## src/rtl/order_book_sched_if.sv

```systemverilog
// Signal bundle between the ITCH parser / order-reference map and order_book_sched.
// slave is the scheduler's view, master is the view of whatever drives it.
interface order_book_sched_if;
   logic        addValidIn;
   logic        addReadyOut;
   logic [15:0] addLocateIn;
   logic [31:0] addPriceIn;
   logic [31:0] addSharesIn;
   logic        addBuySellIn;

   logic        delExecValidIn;
   logic        delExecReadyOut;
   logic [63:0] delExecRefIn;
   logic [31:0] delExecSharesIn;
   logic        delExecIsExecIn;

   logic        lookupReqOut;
   logic [63:0] lookupRefOut;
   logic        lookupRspValidIn;
   logic        lookupHitIn;
   logic [15:0] lookupLocateIn;
   logic [31:0] lookupPriceIn;
   logic [31:0] lookupSharesIn;
   logic        lookupBuySellIn;

   logic        bookAddValidOut;
   logic        bookDelExecValidOut;
   logic [15:0] bookLocateOut;
   logic [31:0] bookPriceOut;
   logic [31:0] bookSharesOut;
   logic        bookBuySellOut;
   logic [15:0] bookMapLocateOut;
   logic [31:0] bookMapPriceOut;
   logic [31:0] bookMapSharesOut;
   logic        bookMapBuySellOut;
   logic [15:0] missCountOut;

   modport slave (
      input  addValidIn, addLocateIn, addPriceIn, addSharesIn, addBuySellIn,
      input  delExecValidIn, delExecRefIn, delExecSharesIn, delExecIsExecIn,
      input  lookupRspValidIn, lookupHitIn, lookupLocateIn, lookupPriceIn,
      input  lookupSharesIn, lookupBuySellIn,
      output addReadyOut, delExecReadyOut, lookupReqOut, lookupRefOut,
      output bookAddValidOut, bookDelExecValidOut, bookLocateOut, bookPriceOut,
      output bookSharesOut, bookBuySellOut, bookMapLocateOut, bookMapPriceOut,
      output bookMapSharesOut, bookMapBuySellOut, missCountOut
   );

   modport master (
      output addValidIn, addLocateIn, addPriceIn, addSharesIn, addBuySellIn,
      output delExecValidIn, delExecRefIn, delExecSharesIn, delExecIsExecIn,
      output lookupRspValidIn, lookupHitIn, lookupLocateIn, lookupPriceIn,
      output lookupSharesIn, lookupBuySellIn,
      input  addReadyOut, delExecReadyOut, lookupReqOut, lookupRefOut,
      input  bookAddValidOut, bookDelExecValidOut, bookLocateOut, bookPriceOut,
      input  bookSharesOut, bookBuySellOut, bookMapLocateOut, bookMapPriceOut,
      input  bookMapSharesOut, bookMapBuySellOut, missCountOut
   );
endinterface

```

## src/rtl/order_book_sched.sv

```systemverilog
// Orders add and delete/execute messages into order_book, one strobe per cycle, resolving
// each delete/execute's resting order through the order-reference map first.
module order_book_sched #(
   parameter int FIFO_DEPTH     = 4,
   parameter int LOOKUP_TIMEOUT = 16
) (
   input  logic              clkIn,
   input  logic              rstIn,
   order_book_sched_if.slave bus
);
   localparam int AW = $clog2(FIFO_DEPTH);
   localparam int TW = $clog2(LOOKUP_TIMEOUT + 1);
   localparam logic [AW:0] FULL = (AW+1)'(FIFO_DEPTH);

   typedef enum logic [1:0] {IDLE, REQ, WAIT, ISSUE} state_t;
   typedef struct packed {
      logic [15:0] loc;
      logic [31:0] price;
      logic [31:0] shares;
      logic        bs;
   } add_t;
   typedef struct packed {
      logic [63:0] ref_no;
      logic [31:0] shares;
      logic        is_exec;
      logic [15:0] snap;
   } del_t;

   function automatic logic [31:0] shares_to_remove(input logic is_exec, input logic [31:0] req,
                                                    input logic [31:0] rest);
      if (is_exec && (req < rest)) return req;
      return rest;
   endfunction

   state_t state, state_n;
   add_t add_mem [FIFO_DEPTH];
   del_t del_mem [FIFO_DEPTH];
   logic [AW:0] add_wr, add_rd, del_wr, del_rd, add_cnt_n, del_cnt_n;
   logic [15:0] add_accept_cnt, add_issue_cnt, push_snap, head_snap;
   logic [TW-1:0] timer;
   logic add_empty, add_push, add_issue, add_wr_en, add_pop;
   logic del_empty, del_push, del_have, del_pop, miss;
   add_t add_head;
   del_t del_head;

   assign add_empty = (add_wr == add_rd);
   assign add_push  = bus.addValidIn & bus.addReadyOut;
   // An add arriving at an empty FIFO is issued straight through
   assign add_head  = add_empty ? add_t'{bus.addLocateIn, bus.addPriceIn, bus.addSharesIn,
                                         bus.addBuySellIn} : add_mem[add_rd[AW-1:0]];
   assign add_issue = (!add_empty || add_push) && (state_n != ISSUE);
   assign add_wr_en = add_push && !(add_empty && add_issue);
   assign add_pop   = add_issue && !add_empty;
   assign add_cnt_n = add_wr - add_rd + {{AW{1'b0}}, add_wr_en} - {{AW{1'b0}}, add_pop};

   // A same-edge add is counted as older than the delete/execute
   assign del_empty = (del_wr == del_rd);
   assign del_push  = bus.delExecValidIn & bus.delExecReadyOut;
   assign push_snap = add_accept_cnt + {15'd0, add_push};
   assign del_head  = del_mem[del_rd[AW-1:0]];
   assign head_snap = del_empty ? push_snap : del_head.snap;
   assign del_have  = !del_empty || del_push;
   assign del_cnt_n = del_wr - del_rd + {{AW{1'b0}}, del_push} - {{AW{1'b0}}, del_pop};

   always_comb begin
      state_n = state;
      del_pop = 1'b0;
      miss    = 1'b0;
      case (state)
         IDLE:  if (del_have && (head_snap == add_issue_cnt)) state_n = REQ;
         REQ:   state_n = WAIT;
         WAIT: begin
            if (bus.lookupRspValidIn && bus.lookupHitIn) begin
               state_n = ISSUE;
            end else if (bus.lookupRspValidIn || (timer == TW'(LOOKUP_TIMEOUT - 1))) begin
               del_pop = 1'b1;
               miss    = 1'b1;
               state_n = IDLE;
            end
         end
         ISSUE: begin
            del_pop = 1'b1;
            state_n = IDLE;
         end
         default: state_n = IDLE;
      endcase
   end

   always_ff @(posedge clkIn) begin
      if (add_wr_en) add_mem[add_wr[AW-1:0]] <= add_t'{bus.addLocateIn, bus.addPriceIn,
                                                       bus.addSharesIn, bus.addBuySellIn};
      if (del_push) del_mem[del_wr[AW-1:0]] <= del_t'{bus.delExecRefIn, bus.delExecSharesIn,
                                                      bus.delExecIsExecIn, push_snap};
   end

   always_ff @(posedge clkIn or negedge rstIn) begin
      if (!rstIn) begin
         state                   <= IDLE;
         timer                   <= '0;
         add_wr                  <= '0;
         add_rd                  <= '0;
         del_wr                  <= '0;
         del_rd                  <= '0;
         add_accept_cnt          <= '0;
         add_issue_cnt           <= '0;
         bus.addReadyOut         <= 1'b0;
         bus.delExecReadyOut     <= 1'b0;
         bus.lookupReqOut        <= 1'b0;
         bus.lookupRefOut        <= '0;
         bus.bookAddValidOut     <= 1'b0;
         bus.bookDelExecValidOut <= 1'b0;
         bus.bookLocateOut       <= '0;
         bus.bookPriceOut        <= '0;
         bus.bookSharesOut       <= '0;
         bus.bookBuySellOut      <= 1'b0;
         bus.bookMapLocateOut    <= '0;
         bus.bookMapPriceOut     <= '0;
         bus.bookMapSharesOut    <= '0;
         bus.bookMapBuySellOut   <= 1'b0;
         bus.missCountOut        <= '0;
      end else begin
         state               <= state_n;
         add_wr              <= add_wr + {{AW{1'b0}}, add_wr_en};
         add_rd              <= add_rd + {{AW{1'b0}}, add_pop};
         del_wr              <= del_wr + {{AW{1'b0}}, del_push};
         del_rd              <= del_rd + {{AW{1'b0}}, del_pop};
         add_accept_cnt      <= add_accept_cnt + {15'd0, add_push};
         add_issue_cnt       <= add_issue_cnt + {15'd0, add_issue};
         bus.addReadyOut     <= (add_cnt_n != FULL);
         bus.delExecReadyOut <= (del_cnt_n != FULL);
         if (state == REQ) timer <= '0;
         else if (state == WAIT) timer <= timer + 1'b1;
         bus.lookupReqOut        <= (state_n == REQ);
         bus.bookAddValidOut     <= add_issue;
         bus.bookDelExecValidOut <= (state_n == ISSUE);
         if ((state == IDLE) && (state_n == REQ))
            bus.lookupRefOut <= del_empty ? bus.delExecRefIn : del_head.ref_no;
         if (miss && (bus.missCountOut != 16'hFFFF))
            bus.missCountOut <= bus.missCountOut + 16'd1;
         // Add issue and entry to ISSUE are mutually exclusive, so book fields have one writer
         if (add_issue) begin
            bus.bookLocateOut  <= add_head.loc;
            bus.bookPriceOut   <= add_head.price;
            bus.bookSharesOut  <= add_head.shares;
            bus.bookBuySellOut <= add_head.bs;
         end else if ((state == WAIT) && (state_n == ISSUE)) begin
            bus.bookLocateOut     <= bus.lookupLocateIn;
            bus.bookPriceOut      <= bus.lookupPriceIn;
            bus.bookSharesOut     <= shares_to_remove(del_head.is_exec, del_head.shares,
                                                      bus.lookupSharesIn);
            bus.bookBuySellOut    <= bus.lookupBuySellIn;
            bus.bookMapLocateOut  <= bus.lookupLocateIn;
            bus.bookMapPriceOut   <= bus.lookupPriceIn;
            bus.bookMapSharesOut  <= bus.lookupSharesIn;
            bus.bookMapBuySellOut <= bus.lookupBuySellIn;
         end
      end
   end
endmodule

```

## src/flat_wrapper.sv

```systemverilog
// flat-port wrapper written by rule: the top's interface ports become plain ports
module order_book_sched_flat 
#(
   parameter int FIFO_DEPTH     = 4,
   parameter int LOOKUP_TIMEOUT = 16
)
  (clkIn, rstIn, bus_addValidIn, bus_addLocateIn, bus_addPriceIn, bus_addSharesIn, bus_addBuySellIn, bus_delExecValidIn, bus_delExecRefIn, bus_delExecSharesIn, bus_delExecIsExecIn, bus_lookupRspValidIn, bus_lookupHitIn, bus_lookupLocateIn, bus_lookupPriceIn, bus_lookupSharesIn, bus_lookupBuySellIn, bus_addReadyOut, bus_delExecReadyOut, bus_lookupReqOut, bus_lookupRefOut, bus_bookAddValidOut, bus_bookDelExecValidOut, bus_bookLocateOut, bus_bookPriceOut, bus_bookSharesOut, bus_bookBuySellOut, bus_bookMapLocateOut, bus_bookMapPriceOut, bus_bookMapSharesOut, bus_bookMapBuySellOut, bus_missCountOut);
  order_book_sched_if bus_i ();
  input  logic clkIn;
  input  logic rstIn;
  input wire logic [$bits(bus_i.addValidIn)-1:0] bus_addValidIn;
  input wire logic [$bits(bus_i.addLocateIn)-1:0] bus_addLocateIn;
  input wire logic [$bits(bus_i.addPriceIn)-1:0] bus_addPriceIn;
  input wire logic [$bits(bus_i.addSharesIn)-1:0] bus_addSharesIn;
  input wire logic [$bits(bus_i.addBuySellIn)-1:0] bus_addBuySellIn;
  input wire logic [$bits(bus_i.delExecValidIn)-1:0] bus_delExecValidIn;
  input wire logic [$bits(bus_i.delExecRefIn)-1:0] bus_delExecRefIn;
  input wire logic [$bits(bus_i.delExecSharesIn)-1:0] bus_delExecSharesIn;
  input wire logic [$bits(bus_i.delExecIsExecIn)-1:0] bus_delExecIsExecIn;
  input wire logic [$bits(bus_i.lookupRspValidIn)-1:0] bus_lookupRspValidIn;
  input wire logic [$bits(bus_i.lookupHitIn)-1:0] bus_lookupHitIn;
  input wire logic [$bits(bus_i.lookupLocateIn)-1:0] bus_lookupLocateIn;
  input wire logic [$bits(bus_i.lookupPriceIn)-1:0] bus_lookupPriceIn;
  input wire logic [$bits(bus_i.lookupSharesIn)-1:0] bus_lookupSharesIn;
  input wire logic [$bits(bus_i.lookupBuySellIn)-1:0] bus_lookupBuySellIn;
  output wire logic [$bits(bus_i.addReadyOut)-1:0] bus_addReadyOut;
  output wire logic [$bits(bus_i.delExecReadyOut)-1:0] bus_delExecReadyOut;
  output wire logic [$bits(bus_i.lookupReqOut)-1:0] bus_lookupReqOut;
  output wire logic [$bits(bus_i.lookupRefOut)-1:0] bus_lookupRefOut;
  output wire logic [$bits(bus_i.bookAddValidOut)-1:0] bus_bookAddValidOut;
  output wire logic [$bits(bus_i.bookDelExecValidOut)-1:0] bus_bookDelExecValidOut;
  output wire logic [$bits(bus_i.bookLocateOut)-1:0] bus_bookLocateOut;
  output wire logic [$bits(bus_i.bookPriceOut)-1:0] bus_bookPriceOut;
  output wire logic [$bits(bus_i.bookSharesOut)-1:0] bus_bookSharesOut;
  output wire logic [$bits(bus_i.bookBuySellOut)-1:0] bus_bookBuySellOut;
  output wire logic [$bits(bus_i.bookMapLocateOut)-1:0] bus_bookMapLocateOut;
  output wire logic [$bits(bus_i.bookMapPriceOut)-1:0] bus_bookMapPriceOut;
  output wire logic [$bits(bus_i.bookMapSharesOut)-1:0] bus_bookMapSharesOut;
  output wire logic [$bits(bus_i.bookMapBuySellOut)-1:0] bus_bookMapBuySellOut;
  output wire logic [$bits(bus_i.missCountOut)-1:0] bus_missCountOut;
  assign bus_i.addValidIn = bus_addValidIn;
  assign bus_i.addLocateIn = bus_addLocateIn;
  assign bus_i.addPriceIn = bus_addPriceIn;
  assign bus_i.addSharesIn = bus_addSharesIn;
  assign bus_i.addBuySellIn = bus_addBuySellIn;
  assign bus_i.delExecValidIn = bus_delExecValidIn;
  assign bus_i.delExecRefIn = bus_delExecRefIn;
  assign bus_i.delExecSharesIn = bus_delExecSharesIn;
  assign bus_i.delExecIsExecIn = bus_delExecIsExecIn;
  assign bus_i.lookupRspValidIn = bus_lookupRspValidIn;
  assign bus_i.lookupHitIn = bus_lookupHitIn;
  assign bus_i.lookupLocateIn = bus_lookupLocateIn;
  assign bus_i.lookupPriceIn = bus_lookupPriceIn;
  assign bus_i.lookupSharesIn = bus_lookupSharesIn;
  assign bus_i.lookupBuySellIn = bus_lookupBuySellIn;
  assign bus_addReadyOut = bus_i.addReadyOut;
  assign bus_delExecReadyOut = bus_i.delExecReadyOut;
  assign bus_lookupReqOut = bus_i.lookupReqOut;
  assign bus_lookupRefOut = bus_i.lookupRefOut;
  assign bus_bookAddValidOut = bus_i.bookAddValidOut;
  assign bus_bookDelExecValidOut = bus_i.bookDelExecValidOut;
  assign bus_bookLocateOut = bus_i.bookLocateOut;
  assign bus_bookPriceOut = bus_i.bookPriceOut;
  assign bus_bookSharesOut = bus_i.bookSharesOut;
  assign bus_bookBuySellOut = bus_i.bookBuySellOut;
  assign bus_bookMapLocateOut = bus_i.bookMapLocateOut;
  assign bus_bookMapPriceOut = bus_i.bookMapPriceOut;
  assign bus_bookMapSharesOut = bus_i.bookMapSharesOut;
  assign bus_bookMapBuySellOut = bus_i.bookMapBuySellOut;
  assign bus_missCountOut = bus_i.missCountOut;
  order_book_sched #(.FIFO_DEPTH(FIFO_DEPTH), .LOOKUP_TIMEOUT(LOOKUP_TIMEOUT)) u_core (.clkIn(clkIn), .rstIn(rstIn), .bus(bus_i));
endmodule
```

## config.mk

```make
export PLATFORM = sky130hd
export DESIGN_NAME = order_book_sched_flat
export DESIGN_NICKNAME = d
export VERILOG_FILES = /design/src/rtl/order_book_sched_if.sv /design/src/rtl/order_book_sched.sv /design/src/flat_wrapper.sv
export SDC_FILE = /design/constraint.sdc
export NUM_CORES = 1
export LEC_CHECK = 0
export CAP_MARGIN = 15
export CELL_PAD_IN_SITES_DETAIL_PLACEMENT = 1
export CELL_PAD_IN_SITES_GLOBAL_PLACEMENT = 2
export CORE_MARGIN = 2
export CORE_UTILIZATION = 35
export CTS_CLUSTER_SIZE = 16
export DETAILED_ROUTE_END_ITERATION = 7
export GPL_TIMING_DRIVEN = 0
export PLACE_DENSITY_LB_ADDON = 0.1
export SLEW_MARGIN = 20
export SYNTH_ARGS = -nofsm -noshare
export SYNTH_HDL_FRONTEND = slang
export SYNTH_SLANG_ARGS = --single-unit
```

## constraint.sdc

```tcl
create_clock -name clkIn -period 33.6 [get_ports clkIn]
set_clock_uncertainty 0.15 [all_clocks]
set_input_delay 10.08 -clock clkIn [delete_from_list [all_inputs] [get_ports clkIn]]
set_output_delay 10.08 -clock clkIn [all_outputs]
set_load 0.05 [all_outputs]
```

[Word-level counts from Yosys, hierarchy flattened]
Memories as Yosys holds them, arrays and structs flattened.
Index checks and enable logic that the tools add are counted.
Storage, ports and cells
  flip-flop bits (word level): 298
  RAM bits: 776
  input bits: 265
  output and inout bits: 247
  logic and storage cells: 106
  memories: 2
Cells by class
  add/sub/neg operators: 14
  $lt $le $gt $ge: 1
  equal/unequal tests: 13
  multiplexer cells: 30
  bitwise logic cells: 3
  reductions and logical operators: 20
Memory list
  u_core.del_mem: depth 4, bits a word 113, rd ports 1, clocked after memory_dff 0, wr ports 1, line order_book_sched.sv:37  | del_t del_mem [FIFO_DEPTH];
  u_core.add_mem: depth 4, bits a word 81, rd ports 1, clocked after memory_dff 0, wr ports 1, line order_book_sched.sv:36  | add_t add_mem [FIFO_DEPTH];
Operator list (count)
  32-bit two-way mux: 6
  81-bit two-way mux: 1
  64-bit two-way mux: 1
  16-bit two-way mux: 3
  16-bit by 1-bit adder with 16-bit output: 2
  32-bit < comparator: 1
  3-bit by 1-bit adder with 3-bit output: 6
  16-bit by 1-bit adder with 16-bit output, second input constant: 1
  16-bit equality test: 1
  16-bit inequality test, second input constant: 1
  1-bit two-way mux: 12
  1-bit logical AND: 10
  5-bit two-way mux: 2
  2-bit one-hot mux with 4 select lines: 1
  2-bit equality test, second input constant: 3
  3-bit equality test: 2
  2-bit two-way mux: 3
  3-bit inequality test, second input constant: 2
  3-bit by 1-bit subtractor with 3-bit output: 2
  3-bit subtractor: 2
  5-bit by 1-bit adder with 5-bit output, second input constant: 1
  5-bit by 4-bit equality test with 1-bit output, second input constant: 1
  2-bit by 1-bit equality test with 1-bit output, second input constant: 2
  2-bit nonzero test: 2
  other kinds (8): 13

[Depth between registers and ports, before layout]
Gate-level depths: netlist (run 1).
  depth after elaboration: 15
  depth in mapped cells: 24
  gate-level depth less buffers: 21

[Worst setup path before layout (run 1)]
Ideal clock, no wire load.
  path kind: input-to-reg
  from: input port bus_addValidIn
  to: memory u_core.add_mem[0][0] in the netlist's numbering (enable)
  library setup time: 0.952 ns
  arrival: 24.827 ns
  data required time: 32.498 ns
  path slack: 7.670 ns
  stages: 16
  buffers on the path: 4
  cell sequence: nand2_1 -> clkbuf_1 -> inv_1 -> ha_1 -> ha_1 -> and3_1 -> and4_1 -> clkbuf_1 -> xnor2_1 -> a31oi_1 -> nand4b_1 -> or4_1 -> buf_2 -> a21oi_1 -> buf_2 -> a2111oi_0
Between the ends
  word-level cells in the longest chain between the ends: 14
  elaborated cells on any way between the ends: 15
  those cells by class: add/sub (1); eq/ne (2); mux (5); bitwise (1); reduce/logical (6)
RTL lines
  from (decl): line flat_wrapper.sv:11  | input wire logic [$bits(bus_i.addValidIn)-1:0] bus_addValidIn;
  1-bit AND *: line order_book_sched.sv:47  | assign add_push = bus.addValidIn & bus.addReadyOut;
  16-bit by 1-bit adder with 16-bit output: line order_book_sched.sv:59  | assign push_snap = add_accept_cnt + {15'd0, add_push};
  16-bit two-way mux: line order_book_sched.sv:61  | assign head_snap = del_empty ? push_snap : del_head.snap;
  16-bit equality test: line order_book_sched.sv:70  | IDLE: if (del_have && (head_snap == add_issue_cnt)) state_n = REQ;
  1-bit logical AND: line order_book_sched.sv:70
  2-bit two-way mux: line order_book_sched.sv:70
  2-bit one-hot mux with 4 select lines: line order_book_sched.sv:69  | case (state)
  2-bit inequality test: line order_book_sched.sv:51  | assign add_issue = (!add_empty || add_push) && (state_n != ISSUE);
  1-bit logical AND: line order_book_sched.sv:51
  1-bit logical AND: line order_book_sched.sv:52  | assign add_wr_en = add_push && !(add_empty && add_issue);
  1-bit zero test: line order_book_sched.sv:52
  1-bit logical AND *: line order_book_sched.sv:52
  1-bit two-way mux *: line order_book_sched.sv:90  | if (add_wr_en) add_mem[add_wr[AW-1:0]] <= add_t'{bus.addLocateIn, bus.addPriceIn,
  1-bit two-way mux (not written as such) *: line order_book_sched.sv:90
  to (decl): line order_book_sched.sv:36
Mark *: on every way between the ends. The rest lies on a longest branch, timed or not.

[Worst setup path in the final report (run 1)]
  from: input port bus_addValidIn
  to: register u_core.bus.addReadyOut
Between the ends
  word-level cells in the longest chain between the ends: 15
  elaborated cells on any way between the ends: 17
  those cells by class: add/sub (3); eq/ne (3); mux (3); bitwise (1); reduce/logical (7)
RTL lines
  1-bit AND *: line order_book_sched.sv:47
  16-bit by 1-bit adder with 16-bit output *: line order_book_sched.sv:59
  net u_core.push_snap[7]: line order_book_sched.sv:39  | logic [15:0] add_accept_cnt, add_issue_cnt, push_snap, head_snap;
  16-bit two-way mux *: line order_book_sched.sv:61
  16-bit equality test *: line order_book_sched.sv:70
  1-bit logical AND *: line order_book_sched.sv:70
  2-bit two-way mux *: line order_book_sched.sv:70
  2-bit one-hot mux with 4 select lines *: line order_book_sched.sv:69
  2-bit inequality test *: line order_book_sched.sv:51
  1-bit logical AND *: line order_book_sched.sv:51
  1-bit logical AND: line order_book_sched.sv:52
  1-bit zero test: line order_book_sched.sv:52
  1-bit logical AND: line order_book_sched.sv:52
  3-bit by 1-bit adder with 3-bit output: line order_book_sched.sv:54  | assign add_cnt_n = add_wr - add_rd + {{AW{1'b0}}, add_wr_en} - {{AW{1'b0}}, add_pop};
  3-bit by 1-bit subtractor with 3-bit output *: line order_book_sched.sv:54
  3-bit inequality test *: line order_book_sched.sv:129  | bus.addReadyOut <= (add_cnt_n != FULL);
  to (signal assigned): line order_book_sched.sv:129
  to (decl): line order_book_sched_if.sv:43  | output addReadyOut, delExecReadyOut, lookupReqOut, lookupRefOut,
Mark *: on every way through the listed nets, which the timed path passes. The rest lies on a longest branch.
A chain may end at the register's enable or synchronous reset.

==> results.json, run 1 <==
{
  "cts_resized": 0,
  "core_area_um2": 125000,
  "fin_crit_sh": 0.492,
  "io_buffers": 511,
  "die-area_um2": 129000,
  "wl_per_cell_um": 25.2,
  "track_usage": 0.198,
  "dp.cells": 4816,
  "drive_above_1_share": 0.212,
  "cts_htree_levels": 3,
  "finish.net_count": 3613,
  "clkTransAtPathRegs_ns": 0.06,
  "drt_pre_antenna_iters": 6,
  "tritoncts": "done",
  "ant_nets": 0,
  "drv_cap": 0,
  "cellPowerDensity_nw_per_um2": 103,
  "layout_common_cells": "776 x edfxtp_1, 510 x clkdlybuf4s50_1, 298 x dfrtp_1",
  "synth_area_um2": 44000,
  "syn_nets": 2871,
  "yosys_warnings": 0,
  "endpoint_kind": "register",
  "hold_viol": 0,
  "dp_hpwl_um": 94400,
  "cts_root_buf": "clkbuf_16",
  "cts_setup_buffers": 0,
  "synth_edf_count": 776,
  "drt-total-wl_um": 127000,
  "grt_pass1_vias": 28300,
  "dr_total_vias": 25700,
  "clock-sinks": 1074,
  "post-route-drc-count": 0,
  "initial_core_util": 0.351,
  "num_rows": 130,
  "fin_area_um2": 56200,
  "synth-async-reset-ratio": 0.277,
  "peakVddDrop_mv": 0.0563,
  "ys.flop_type": "edfxtp_1",
  "slowest_stage": "o31ai_1",
  "synth.yosys.seq_area_share": 0.699,
  "insertion_delay_ns": 0.70,
  "worst_pin_slew_ns": 0.948,
  "vias_per_cell": 5.10,
  "fp.dieH_um": 359,
  "synth.avg_cell_area_um2": 17.3,
  "antenna_found_initial": 37,
  "pin_count": 512,
  "dpl_cell_area_um2": 52300,
  "setup_viol": 0,
  "fin_crit_ns": 16.53,
  "synth-seq-cells": 1074,
  "final_common_cell": "edfxtp_1",
  "cts_max_path_buffers": 3,
  "hold_class": "register to register",
  "stdcell_count": 5047,
  "cts-hold-fix-buffers": 0,
  "yosysTopAreaCellShare": 0.530,
  "syn_inst": 2544,
  "timing.fmax_ghz": 0.0605,
  "ys_types": 61,
  "critPathMaxFanout": 10,
  "cts_buffers": 118,
  "report.final.slew_viol_count": 0,
  "drt_iter0_markers": 1780,
  "grt_overflow": 0,
  "critical_path_required_ns": 34.02,
  "synthToLayoutAreaGrowth_pct": 27.8,
  "die_w_um": 359,
  "synth.area.top_cells": "edfxtp_1 53%, dfrtp_1 17%, mux4_2 9.9%, mux2_2 2.2%, mux2_4 2.0%",
  "path_buf_inv": 8,
  "slowest_delay_ns": 0.53,
  "yosysTopAreaCell": "edfxtp_1",
  "critical_path_arrival_ns": 16.95,
  "relSlewSlack": 0.368,
  "cp_top_family": "buffers and inverters",
  "start_kind": "input pin",
  "gp_congestion": 0.791,
  "rsz0062_at_grt": "no",
  "grt_pass1_wl_um": 189000,
  "p_leak_nw": 20.9,
  "outcome": "finished clean",
  "grt_max_degree": 87,
  "crit_type": "input pin to register"
}
cell families (layout without fill, tap and decap cells):
group	count (synthesis)	count (layout)	synth area share
AOI/OAI and AO/OA	240	240	0.0405
xor gates and xnor gates	79	79	0.0164
adders and majority gates	62	62	0.0183
buffers and inverters	231	1078	0.0220
DFF	1074	1074	0.699
muxes	382	382	0.151
other	0	6	0
and+or+nand+nor	476	476	0.0524
state kept, by name (all words and copies together), names as in the netlist, 2 cells and up:
| name | count |
|---|---|
| u_core.del_mem | 452 |
| u_core.add_mem | 324 |
| u_core.bus.lookupRefOut | 64 |
| u_core.bus.bookMapPriceOut | 32 |
| u_core.bus.bookMapSharesOut | 32 |
| u_core.bus.bookPriceOut | 32 |
| u_core.bus.bookSharesOut | 32 |
| u_core.add_accept_cnt | 16 |
| u_core.add_issue_cnt | 16 |
| u_core.bus.bookLocateOut | 16 |
| u_core.bus.bookMapLocateOut | 16 |
| u_core.bus.missCountOut | 16 |
| u_core.timer | 5 |
| u_core.add_rd | 3 |
| u_core.add_wr | 3 |
| u_core.del_rd | 3 |
| u_core.del_wr | 3 |
| u_core.state | 2 |
area by class of cell:
cell class,instances,area (um2)
Clock buffer,160,3290
Sequential cell,1074,30800
Inverter,87,327
Multi-Input combinational cell,1239,12300
Fill cell,12200,69000
Clock inverter,65,611
Timing Repair Buffer,622,6200
Buffer,144,646
Tap cell,1650,2060
Antenna cell,6,15.0
metrics by stage:
| stage | setup slack [ns] | setup TNS [ns] | hold WS (ns) | power (mW) | util |
|---|---|---|---|---|---|
| 4_1_cts | 17.16 | 0 | 0.329 | 5.91 | 0.449 |
| 2_1_floorplan | 7.67 | 0 | 0.289 | 3.66 | - |
| 3_3_place_gp | -6.66 | -1070.93 | 0.305 | 4.57 | 0.409 |
| 3_5_place_dp | 16.44 | 0 | 0.316 | 4.58 | 0.418 |
| 5_1_grt | 16.58 | 0 | 0.344 | 6.13 | 0.449 |
| 6_report | 17.07 | 0 | 0.324 | 5.81 | 0.449 |
worst register-to-register path, cell delays in order, from the launching register on:
cell,delay (ns)
dfrtp_1,0.43
nand2_1,0.32
clkbuf_1,0.36
inv_1,0.24
ha_1,0.23
and4_1,0.20
clkbuf_1,0.27
nand4_1,0.16
xnor2_1,0.47
xor2_1,0.19
o31ai_1,0.53
nand4b_1,0.16
or4_1,0.46
buf_2,0.19
a21oi_1,0.16
clkbuf_1,0.49
nand2_1,0.21
fa_1,0.46
inv_1,0.09
fa_1,0.38
inv_1,0.06
ha_1,0.16
xor2_1,0.21
xnor2_1,0.11
or3_1,0.33
report_power, final:
part	switching (mW)	internal, mW	total [mW]
combinational	1.52	1.03	2.55
clock	0.534	0.768	1.30
sequential	0.147	1.80	1.95
total	2.20	3.60	5.81
cell usage after synthesis (8+ instances only):
library cell / count
mux2_2: 87
mux4_2: 193
mux2i_1: 41
buf_2: 15
or3_1: 88
nor2_1: 24
mux2_4: 60
a21oi_1: 26
a222oi_1: 32
nand3_1: 66
nor3_1: 9
nand4_1: 20
a31oi_1: 8
edfxtp_1: 776
o21ai_0: 94
o221a_2: 49
clkbuf_1: 96
xnor2_1: 46
buf_1: 19
and3_1: 17
nand2_1: 222
inv_1: 87
ha_1: 58
buf_6: 8
xor2_1: 31
dfrtp_1: 298
metal layers:
metal | global-route usage | part of all wire | wire length [um]
met5 | 0 | 0.0024 | 307
met4 | 0.0559 | 0.023 | 2970
met1 | 0.254 | 0.42 | 53200
met2 | 0.331 | 0.49 | 62100
met3 | 0.0523 | 0.068 | 8680
worst paths after layout:
| kind | from | to | slack, ns | cells after the start |
|---|---|---|---|---|
| max | bus_addValidIn | u_core.bus.addReadyOut | 17.07 | 25 |
| min | u_core.add_issue_cnt[15] | u_core.add_issue_cnt[15] | 0.32 | 1 |
| max reg2reg | u_core.bus.addReadyOut | u_core.bus.addReadyOut | 26.45 | 24 |
| min reg2reg | u_core.add_issue_cnt[15] | u_core.add_issue_cnt[15] | 0.32 | 1 |
| max in group asynchronous | rstIn | u_core.bus.lookupRefOut[28] | 22.78 | 3 |
| min in group asynchronous | rstIn | u_core.bus.bookMapPriceOut[1] | 9.22 | 1 |
No activity file was read; power rests on OpenSTA's default activity.
==> inputs of run 2 (changes only) <==
==> constraint.sdc (replaced) <==
create_clock -name clkIn -period 15.6 [get_ports clkIn]
set_clock_uncertainty 0.15 [all_clocks]
set_input_delay 4.68 -clock clkIn [delete_from_list [all_inputs] [get_ports clkIn]]
set_output_delay 4.68 -clock clkIn [all_outputs]
set_load 0.05 [all_outputs]
==> run 2 against run 1 <==
Compared with the run above: sequential cell count stayed put; cell count hardly changed; non-clock buffer count is 1 lower; register-to-register slack worse by 18 ns; utilization is 0.064 points higher; sequential share of layout area is 0.078 points lower; critical path depth stayed put; power is 120% higher; critical path type unchanged.
==> results.json, run 2 (synthesis results as in run 1) <==
{
  "cts_max_path_buffers": 3,
  "core_area_um2": 125000,
  "report.final.slew_viol_count": 0,
  "setup_viol": 0,
  "tritoncts": "done",
  "cts_setup_buffers": 0,
  "clkTransAtPathRegs_ns": 0.06,
  "synthToLayoutAreaGrowth_pct": 28.0,
  "drt_pre_antenna_iters": 6,
  "cp_num_cells": 25,
  "outcome": "finished clean",
  "grt_max_degree": 85,
  "r2r-start": "u_core.bus.addReadyOut",
  "num_rows": 130,
  "gp_congestion": 0.788,
  "relSlewSlack": 0.320,
  "io_buffers": 511,
  "p_leak_nw": 20.9,
  "rrSetupSlack_ns": 8.62,
  "vias_per_cell": 5.10,
  "fp.dieH_um": 359,
  "dp_hpwl_um": 94700,
  "wl_per_cell_um": 25.4,
  "start_kind": "input pin",
  "finish.net_count": 3613,
  "rsz0062_at_grt": "no",
  "timing.fmax_ghz": 0.0911,
  "post-route-drc-count": 0,
  "crit_type": "input pin to register",
  "endpoint_kind": "register",
  "crit_path_start": "bus_addValidIn",
  "fin_area_um2": 56300,
  "grt_overflow": 0,
  "cts_root_buf": "clkbuf_16",
  "die_w_um": 359,
  "drt_iter0_markers": 1741,
  "track_usage": 0.199,
  "layout_common_cells": "776 x edfxtp_1, 510 x clkdlybuf4s50_1, 298 x dfrtp_1",
  "dpl_cell_area_um2": 52300,
  "critPathMaxFanout": 10,
  "insertion_delay_ns": 0.71,
  "stdcell_count": 5048,
  "pin_count": 512,
  "cellPowerDensity_nw_per_um2": 223,
  "cp_top_family": "buffers and inverters",
  "dp.cells": 4815,
  "largest_reg_flops": 452,
  "finalPower_mw": 12.6,
  "grt_pass1_vias": 28400,
  "drv_cap": 0,
  "worst_pin_slew_ns": 1.02,
  "fin_crit_sh": 0.704,
  "critical_path_arrival_ns": 11.42,
  "grt_pass1_wl_um": 190000,
  "cts_htree_levels": 3,
  "crit_path_end": "u_core.bus.addReadyOut",
  "cts_resized": 0,
  "clock-sinks": 1074,
  "antenna_found_initial": 36,
  "critical_path_required_ns": 16.04,
  "fin_crit_ns": 10.98,
  "slowest_stage": "o31ai_1",
  "drt-total-wl_um": 128000,
  "ff2ff_path_depth": 24,
  "initial_core_util": 0.351,
  "peakVddDrop_mv": 0.134,
  "dr_total_vias": 25700,
  "cts_buffers": 119,
  "die-area_um2": 129000,
  "final_common_cell": "edfxtp_1",
  "ant_nets": 0,
  "path_buf_inv": 8,
  "cts-hold-fix-buffers": 0,
  "r2r-end": "u_core.bus.addReadyOut",
  "drive_above_1_share": 0.216,
  "num-fill-cells": 12100,
  "slowest_delay_ns": 0.52,
  "hold_class": "register to register",
  "hold_viol": 0
}
## run 2: cell count changes in the layout (fill, tap and decap cells not counted), sizes merged
cell and change:
clkinv +1, buf -3, inv -4, bufinv +5, diode +2, clkinvlp +6
clkbuf -6
## run 2: final cells by class
class                   instances  area, um2  area share
diodes                          8       20.0    0.000355
plain buffers                 144        648      0.0115
clock buffers                 152       3220      0.0571
clock inverters                73        797      0.0142
inverters                      87        327     0.00580
multi-input cells            1239      12300       0.219
flip-flops and latches       1074      30800       0.546
well taps                    1650       2060      0.0367
repair buffers                621       6160       0.109
## run 2: per-stage QoR
step	setup WS (ns)	hold slack (ns)	utilization	TNS (ns)
final	4.62	0.327	0.450	0
after floorplan	-1.01	0.289	-	-163.14
after CTS	4.61	0.328	0.449	0
after global routing	4.02	0.361	0.450	0
after global placement	-11.18	0.305	0.409	-5735.12
after detailed placement	3.87	0.316	0.417	0
## run 2: worst register-to-register path, stage by stage, from the launching register on
cell	delay [ns]
dfrtp_1	0.41
nand2_1	0.27
clkbuf_1	0.38
inv_1	0.24
ha_1	0.23
and4_1	0.21
clkbuf_1	0.26
nand4_1	0.16
xnor2_1	0.44
xor2_1	0.20
o31ai_1	0.52
nand4b_1	0.15
or4_1	0.44
buf_2	0.19
a21oi_1	0.17
clkbuf_1	0.50
a21oi_1	0.23
fa_1	0.44
inv_1	0.09
fa_1	0.39
inv_1	0.07
ha_1	0.16
xor2_1	0.20
xnor2_1	0.08
or3_1	0.30
## run 2: how the worst min path moves through the flow
stage	cells past startpoint	slack, ns	endpoint	start
final	1	0.33	u_core.add_issue_cnt[15]	u_core.add_issue_cnt[15]
after global routing	1	0.36	u_core.del_wr[2]	u_core.del_wr[2]
after CTS	1	0.33	u_core.add_issue_cnt[15]	u_core.add_issue_cnt[15]
after detailed placement	1	0.32	u_core.add_issue_cnt[15]	u_core.add_issue_cnt[15]
after global placement	1	0.30	u_core.timer[3]	u_core.timer[3]
after floorplan	1	0.29	u_core.timer[3]	u_core.timer[3]
## run 2: routing by layer
layer,track usage,routed length [um]
met2,0.338,63900
met1,0.252,52900
met3,0.0514,8230
met4,0.0543,2820
met5,0,301
## run 2: power breakdown
part | internal [mW] | total (mW) | leakage [nW] | switching (mW)
combinational | 2.21 | 5.50 | 8.23 | 3.28
clock | 1.72 | 2.87 | 1.95 | 1.16
sequential | 3.88 | 4.20 | 10.7 | 0.314
==> inputs of run 3 (changes only) <==
==> constraint.sdc (replaced) <==
create_clock -name clkIn -period 10.3 [get_ports clkIn]
set_clock_uncertainty 0.15 [all_clocks]
set_input_delay 3.09 -clock clkIn [delete_from_list [all_inputs] [get_ports clkIn]]
set_output_delay 3.09 -clock clkIn [all_outputs]
set_load 0.05 [all_outputs]
==> run 3 against run 2 <==
Compared with the run above: sequential cell count did not move; via count decreased by 1.6%; die area unchanged; first-iteration DRC count fell by 2.5%; sequential share of layout area down 0.15 points; utilization increased by 0.13 points; cell count decreased by 0.85%; non-clock buffer count shrank 38; power grew 52%; routed wire length is 1.5% lower; combinational power grew 52%; worst hold slack better by 0.0063 ns; critical endpoint unchanged; highest routed layer unchanged.
==> results.json, run 3 (synthesis results as in run 1) <==
{
  "drt_iter0_markers": 1697,
  "endpoint_kind": "register",
  "pre_cts_ws_ns": 0.0702,
  "clock-sinks": 1074,
  "hold_end": "u_core.add_issue_cnt[15]",
  "critical_path_arrival_ns": 9.91,
  "track_usage": 0.197,
  "grt_overflow": 0,
  "relSlewSlack": 0.261,
  "die_w_um": 359,
  "insertion_delay_ns": 0.70,
  "critPathMaxFanout": 10,
  "outcome": "finished clean",
  "core_area_um2": 125000,
  "die-area_um2": 129000,
  "final_common_cell": "edfxtp_1",
  "drive_above_1_share": 0.205,
  "dr_total_vias": 25300,
  "holdWs_ns": 0.333,
  "rrSetupSlack_ns": 3.19,
  "initial_core_util": 0.351,
  "finish.net_count": 3573,
  "cts-hold-fix-buffers": 0,
  "report.final.slew_viol_count": 0,
  "dp.cells": 4777,
  "timing.fmax_ghz": 0.105,
  "ant_nets": 0,
  "num_rows": 130,
  "fin_area_um2": 56500,
  "drt_pre_antenna_iters": 5,
  "r2r-end": "u_core.bus.addReadyOut",
  "worst_pin_slew_ns": 1.11,
  "holdPathStages": 1,
  "cts_resized": 0,
  "drt-total-wl_um": 126000,
  "cellPowerDensity_nw_per_um2": 339,
  "hold_class": "register to register",
  "vias_per_cell": 5.06,
  "finalPower_mw": 19.1,
  "start_kind": "input pin",
  "crit_type": "input pin to register",
  "p_leak_nw": 20.8,
  "grt_max_degree": 86,
  "tritoncts": "done",
  "antenna_found_initial": 34,
  "r2r-start": "u_core.bus.addReadyOut",
  "tns_ns": 0,
  "layout_common_cells": "776 x edfxtp_1, 510 x clkdlybuf4s50_1, 298 x dfrtp_1",
  "largest_reg_flops": 452,
  "drv_cap": 0,
  "peakVddDrop_mv": 0.196,
  "synthToLayoutAreaGrowth_pct": 28.4,
  "cts_root_buf": "clkbuf_16",
  "hold_path.startpoint": "u_core.add_issue_cnt[15]",
  "pin_count": 512,
  "wl_per_cell_um": 25.2,
  "fin_crit_ns": 9.49,
  "setup_viol": 0,
  "dp_hpwl_um": 93400,
  "cts_setup_buffers": 0,
  "gp_congestion": 0.788,
  "rsz0062_at_grt": "no",
  "cts_buffers": 117,
  "cts_htree_levels": 3,
  "fin_crit_sh": 0.921,
  "fin_ws_ns": 0.814,
  "grt_pass1_vias": 28100,
  "post-route-drc-count": 0,
  "dpl_cell_area_um2": 52300,
  "ff2ff_path_depth": 24,
  "fp.dieH_um": 359,
  "cts_max_path_buffers": 3,
  "grt_pass1_wl_um": 188000,
  "critical_path_required_ns": 10.72,
  "clkTransAtPathRegs_ns": 0.06,
  "stdcell_count": 5005,
  "num-fill-cells": 12200,
  "hold_viol": 0,
  "utilization": 0.451,
  "io_buffers": 511
}
[run 3: cell types whose count changed in the layout (fill, tap and decap cells not counted), moves of 4 or more]
cell,previous run,this run
buf_4,52,16
clkbuf_1,120,126
buf_8,3,32
clkinv_1,16,12
clkbuf_16,122,118
clkinv_2,26,19
buf_2,48,15
bufinv_16,16,20
clkinvlp_4,10,3
clkbuf_8,5,12
[run 3: worst max-delay path by stage]
stage | from | to | slack, ns
after detailed placement | bus_addValidIn | u_core.bus.addReadyOut | 0.07
after floorplan | bus_addValidIn | u_core.add_mem[3][0] | 0.20
final | bus_addValidIn | u_core.bus.addReadyOut | 0.81
after global placement | rstIn | u_core.bus.lookupRefOut[27] | -8.19
after global routing | bus_addValidIn | u_core.bus.addReadyOut | 0.30
after CTS | bus_addValidIn | u_core.bus.addReadyOut | 0.81
[run 3: cell type report]
class / count / area [um2] / area share
clock buffers: 160 / 3230 / 0.0572
well taps: 1650 / 2060 / 0.0366
repair buffers: 583 / 6190 / 0.110
clock inverters: 63 / 883 / 0.0156
flip-flops and latches: 1074 / 30800 / 0.545
inverters: 87 / 327 / 0.00578
multi-input cells: 1239 / 12400 / 0.219
diodes: 5 / 12.5 / 0.000222
plain buffers: 144 / 643 / 0.0114
[run 3: routing by layer]
layer,routed length [um],global-route usage
met1,52300,0.251
met2,61800,0.328
met3,9360,0.0587
met4,2540,0.0509
met5,336,0
[run 3: critical path, cell delays in order]
cell             delay (ns)
clkdlybuf4s50_1        0.46
nand2_1                0.21
clkbuf_1               0.37
inv_1                  0.23
ha_1                   0.24
and4_1                 0.20
clkbuf_1               0.30
nand4_1                0.16
xnor2_1                0.50
xor2_1                 0.18
o31ai_1                0.53
nand4b_1               0.14
or4_1                  0.44
buf_2                  0.19
a21oi_1                0.17
clkbuf_1               0.52
nand2_1                0.21
fa_1                   0.46
inv_1                  0.09
fa_1                   0.40
inv_1                  0.08
ha_1                   0.15
xor2_1                 0.18
xnor2_1                0.08
or3_1                  0.32
[run 3: where the power goes]
group	internal, mW	switching, mW	leakage [nW]
sequential	5.88	0.473	10.7
clock	2.70	1.74	2.01
combinational	3.38	4.96	8.09
total	12.0	7.18	20.8
==> patch 1, RTL diff (config.mk and constraints of run 3) <==
`FIFO_DEPTH` is set to 4 in 2 places; all go to 8.
--- a/src/rtl/order_book_sched.sv
+++ b/src/rtl/order_book_sched.sv
@@ -2,5 +2,5 @@
 // each delete/execute's resting order through the order-reference map first.
 module order_book_sched #(
-   parameter int FIFO_DEPTH     = 4,
+   parameter int FIFO_DEPTH     = 8,
    parameter int LOOKUP_TIMEOUT = 16
 ) (
--- a/src/flat_wrapper.sv
+++ b/src/flat_wrapper.sv
@@ -2,5 +2,5 @@
 module order_book_sched_flat 
 #(
-   parameter int FIFO_DEPTH     = 4,
+   parameter int FIFO_DEPTH     = 8,
    parameter int LOOKUP_TIMEOUT = 16
 )
Behaviour: same outputs for any inputs over 4 cycles, from zero or initial values and one cycle with rstIn low; that may be too few to reach the edited logic, so the function may still have changed.
==> patch 1 against run 3 <==
- critical path type unchanged
- sequential cell count is 780 higher
- first-iteration DRC count is 74% higher
- count of clock-buffer cells in the layout is 134 higher
- total power is 56% higher
- worst hold slack worse by 0.0078 ns
- synthesized area is 67% higher
- final cell count is 57% higher
- routed wire length is 75% higher
- synthesized cell count is 56% higher
- clock power is 68% higher
- design area is 62% higher
- setup slack worse by 0.35 ns
- die area is 66% higher
- sequential power is 62% higher
- highest routed layer unchanged
==> patch 1: results (changes against run 3) <==
Worst hold path
  • Hold Path Depth: 1 (unchanged)
  • Min-Delay Path Class: register to register

Route
  • DRT Pass-1 Iters: 5 (unchanged)
  • Met1 Wirelength: 98.8 mm (+89%)
  • Vias/cell: 5.16 (+1.9%)
  • Initial DRC Count: 2957 (+74%)
  • WL met3: 12.2 mm (+31%)
  • Wire per inst: 28.1 um (+11%)
  • WL met2: 105 mm (+70%)
  • Uppermost routed layer: met5
  • Routed wire length: 221 mm (+75%)

Clock tree
  • Clock tree buffer depth: 3 (unchanged)
  • Total CTS buffers: 203 (+74%)
  • Root Buffer: clkbuf_16
  • H-tree depth: 4 (+1)
  • Reg clk slew, reported paths: 0.06 ns (about the same)
  • Clk_lat worst skew: 0.84 ns (+0.14 ns)

Placement
  • Setup WS pre-CTS: -0.850 ns (-0.920 ns)
  • Post-Place Cell Area: 84700 um^2 (+62%)
  • IO Port Bufs: 511 (unchanged)
  • Placed cell count: 7463 (+56%)
  • Post-detail-place hpwl: 157 mm (+68%)
  • Final Wtd Congestion: 0.758 (-3.8%)

Global route
  • Largest net degree at the start of global routing: 85 (-1.2%)
  • Grt met3 use: 4.52% (-1.3 points)
  • Initial antenna violation count: 63 (+85%)
  • First-pass GRT wire length: 320 mm (+70%)
  • Met2 usage: 33.3% (+0.43 points)
  • GRT Overall Usage: 20.8% (+1.1 points)
  • Routing usage on met1: 28.8% (+3.7 points)
  • Vias in the first global route: 43600 (+56%)

Status
  • Status: finished, final reports clean

Layout
  • Fill cells: 20000 (+65%)
  • Final net count: 5195 (+45%)
  • Design area: 91700 um^2 (+62%)
  • Max reg flops: 904 (+100%)
  • Share of layout cells above drive strength 1: 20.8% (+0.29 points)

Logic synthesis
  • Sequential fraction of the synthesis area: 73.8% (+3.9 points)
  • Synth unique cells: 68 (+11%)
  • Net count after synthesis: 4301 (+50%)
  • Most instantiated cells after synthesis: edfxtp_1 (1552), mux4_2 (388), nand2_1 (368)
  • Post-synth ARST share: 16.3% (-11 points)
  • Number of synthesized flops with an enable pin: 1552 (+100%)
  • Synth area leaders: edfxtp_1 (64%), mux4_2 (12%), dfrtp_1 (10%)
  • Warning count from the yosys run: 0 (unchanged)
  • Post-Syn Instances: 3971 (+56%)

STA
  • Setup_tns: 0 ns (unchanged)
  • Slew Limit Headroom: 26.6% (+0.58 points)

Power and ir drop
  • Leak: 32.0 nW (+54%)
  • Sw frac: 37.3% (-0.26 points)
  • Max rail drop VDD: 0.000202 V (+3.2%)

Worst setup path
  • R2r worst-path depth: 23 (-4.2%)
  • Crit Path Max Fanout: 10 (unchanged)
  • CP arrival: 10.40 ns (+0.49 ns)
-- patch 1: path summary, 6_finish.rpt --
kind | start | endpoint | slack, ns
min in group asynchronous | rstIn | u_core.bus.missCountOut[2] | 1.97
worst max register to register | u_core.bus.addReadyOut | u_core.bus.addReadyOut | 2.78
worst min-delay path | u_core.bus.bookMapPriceOut[30] | u_core.bus.bookMapPriceOut[30] | 0.33
worst min register to register | u_core.bus.bookMapPriceOut[30] | u_core.bus.bookMapPriceOut[30] | 0.33
max in group asynchronous | rstIn | u_core.bus.bookMapSharesOut[16] | 6.74
worst max-delay path | bus_addValidIn | u_core.bus.addReadyOut | 0.47
-- patch 1: cell type report --
class,count,area [um^2],area share [%]
inverters,69,259,0.283
diodes,16,40.0,0.0437
well taps,2805,3510,3.83
plain buffers,224,1010,1.10
repair buffers,689,7690,8.39
clock inverters,92,1050,1.14
clock buffers,294,5810,6.34
flip-flops and latches,1854,54200,59.1
multi-input cells,1824,18100,19.8
-- patch 1: cell families (layout without fill, tap and decap cells) --
kind of cell | count (synthesis) | in the layout | synth area share (%)
AO/OA/AOI/OAI | 416 | 416 | 3.90
XOR/XNOR | 70 | 70 | 0.846
adder cells (fa/ha/maj) | 65 | 65 | 1.17
buffers and inverters | 293 | 1368 | 1.70
flip-flops | 1854 | 1854 | 73.8
multiplexers | 531 | 531 | 14.1
other | 0 | 16 | 0
AND/OR/NAND/NOR | 742 | 742 | 4.50
-- patch 1: through the flow --
stage	hold slack, ns	power [mW]
6_report	0.326	29.8
5_1_grt	0.342	31.3
4_1_cts	0.328	30.3
3_5_place_dp	0.316	22.7
3_3_place_gp	0.309	22.5
2_1_floorplan	0.289	17.9
-- patch 1: power groups by stage --
stage               Combinational [mW]  Sequential, mW  Clock, mW
floorplan                         5.92            11.9          0
global placement                  11.7            10.9          0
detailed placement                12.2            10.5          0
CTS                               12.3            10.4       7.62
global route                      12.9            10.5       7.90
finish                            12.0            10.3       7.44
-- patch 1: what timing repair did --
action,in CTS,in global routing
resized for setup,0,2
hold buffers,0,0
endpoints found under the setup margin,0,1
setup buffers,0,0
-- patch 1: worst max-delay path: stages --
cell and delay, ns:
clkdlybuf4s50_1 0.49, and2_1 0.42, ha_1 0.25, nand3_2 0.27, nor4_1 0.52, xor2_2 0.45, a21oi_1 0.19, xnor2_1 0.17
nor4_2 0.81, a211o_1 0.27, a21oi_2 0.12, buf_4 0.22, buf_4 0.24, o21ai_4 0.51, inv_1 0.18, fa_1 0.42
fa_1 0.49, ha_1 0.15, inv_1 0.06, fa_1 0.43, xnor2_1 0.20, xnor2_1 0.16, xnor2_1 0.14, nand3_1 0.12
==> patch 2, RTL diff (settings of run 3) <==
Made on the original files. Compare `timer` against `TW'(LOOKUP_TIMEOUT - 1)` with >= in place of ==.
--- a/src/rtl/order_book_sched.sv
+++ b/src/rtl/order_book_sched.sv
@@ -73,5 +73,5 @@
             if (bus.lookupRspValidIn && bus.lookupHitIn) begin
                state_n = ISSUE;
-            end else if (bus.lookupRspValidIn || (timer == TW'(LOOKUP_TIMEOUT - 1))) begin
+            end else if (bus.lookupRspValidIn || (timer >= TW'(LOOKUP_TIMEOUT - 1))) begin
                del_pop = 1'b1;
                miss    = 1'b1;
Formal check against the unedited RTL: same outputs for any inputs over 4 cycles, from zero or initial values and one cycle with rstIn low; that may be too few to reach the edited logic, so the function may still have changed.
==> patch 2 against run 3 <==
- critical path depth decreased by 4
- first-iteration DRC count decreased by 18%
- sequential power decreased by 3%
- design area about the same
- critical endpoint unchanged
- register-to-register slack improved by 0.90 ns
- synthesized area about the same
- setup slack improved by 1.1 ns
- routed wire length decreased by 1.4%
- maximum frequency increased by 13%
- sequential cell count unchanged
- largest power group unchanged
- total power decreased by 4.2%
- worst hold slack improved by 0.0032 ns
==> patch 2: results (changes against run 3) <==
Worst hold path
  • Hold EP: u_core.add_wr[2]
  • Hold_sp: u_core.add_wr[2]

Global route
  • Routing usage on met1: 24.8% (-0.28 points)
  • Met2 usage: 31.5% (-1.3 points)
  • GRT Overall Usage: 19.3% (-0.39 points)
  • Vias in the first global route: 27700 (-1.3%)
  • First-pass GRT wire length: 184 mm (-2.3%)
  • Grt met3 use: 5.30% (-0.56 points)

Power and ir drop
  • Switch Pwr: 6.75 mW (-5.9%)
  • Leak: 21.2 nW (+1.9%)
  • PnR Total Power: 18.3 mW (-4.2%)
  • Clock power share: 24.0% (+0.8 points)
  • Max rail drop VDD: 0.000167 V (-15%)
  • Seq pwr: 6.18 mW (-3%)

Worst setup path
  • Crit Path Max Fanout: 5 (-5)
  • R2r worst-path depth: 15 (-38%)
  • CP max-delay cell: o21ai_0
  • Critical R2R Launch: u_core.del_rd[1]
  • Critical path's largest stage delay: 0.68 ns (+0.15 ns)
  • FF-to-FF End: u_core.bus.bookSharesOut[9]
  • Reg2reg setup slack: 4.09 ns (+0.90 ns)
  • CP arrival: 8.81 ns (-1.10 ns)
  • CP top delay family: compound AO/OA/AOI/OAI gates

Route
  • Initial DRC Count: 1391 (-18%)
  • Routed vias: 25100 (-1.1%)
  • Wire per inst: 24.9 um (-1.2%)
  • Routed wire length: 124 mm (-1.4%)

STA
  • Worst hold slack: 0.337 ns (+0.00322 ns)
  • Final setup margin: 1.91 ns (+1.09 ns)
  • Worst-Margin Slew: 1.01 ns (-0.100 ns)

Layout
  • Share of layout cells above drive strength 1: 25.8% (+5.4 points)
  • Final net count: 3554 (-0.53%)
  • Max reg flops: 452 (unchanged)

Clock tree
  • Total CTS buffers: 118 (+0.85%)
  • Clk_lat worst skew: 0.72 ns (+0.02 ns)
  • Resized cells post-CTS: 0 (unchanged)

Placement
  • Placed cell count: 4757 (-0.42%)
  • Final Wtd Congestion: 0.772 (-2.1%)
  • Setup WS pre-CTS: 1.18 ns (+1.11 ns)
  • Post-detail-place hpwl: 90.8 mm (-2.8%)
  • Post-Place Cell Area: 52300 um^2 (about the same)

Logic synthesis
  • XOR/XNOR share of the synthesized area: 1.71% (+0.078 points)
  • Post-synthesis adder-cell area fraction: 1.83% (about the same)
  • Mux share of post-synthesis cell area: 14.6% (-0.48 points)
  • Post-Syn Instances: 2509 (-1.4%)
  • Sequential fraction of the synthesis area: 69.9% (about the same)
  • Net count after synthesis: 2836 (-1.2%)
  • Ys flop type: edfxtp_1
  • Synth unique cells: 71 (+16%)
  • Compound-Gate Fraction of Synth Area: 3.16% (-0.90 points)
  • Post-synth ARST share: 27.7% (unchanged)
  • Synth area leaders: edfxtp_1 (53%), dfrtp_1 (17%), mux4_2 (9.9%)

Status
  • Status: finished, final reports clean
[patch 2: changes by cell type after synthesis, moves of 14 or more]
cell and change:
inv_1 -32, o221a_2 +31, or3_1 -84, nand2_1 +167
clkbuf_1 -31, mux2i_1 -34, a222oi_1 -32, o21ai_0 -85
mux2_2 +83, a21oi_1 -14, nand3_2 +80, nand3_1 -45
mux2_4 -60
[patch 2: cells by family after synthesis]
logic type,count (synthesis)
mux,379
simple gates,591
buf+inv,180
fa+ha+maj,62
compound gates,147
xor+xnor,76
flops,1074
[patch 2: routing by layer]
layer	routed length, um	share of wire, %	vias up
met5	300	0.24	-
met4	3420	2.7	48
met3	8330	6.7	202
met2	59900	48	603
met1	52500	42	13000
li1	-	-	11200
[patch 2: layout make-up]
cell class,instances,area [um^2]
fillers,12100,68800
flip-flops and latches,1074,30800
multi-input cells,1255,12500
repair buffers,598,6140
clock buffers,154,3290
well taps,1650,2060
clock inverters,72,812
plain buffers,125,661
inverters,55,206
diodes,9,22.5
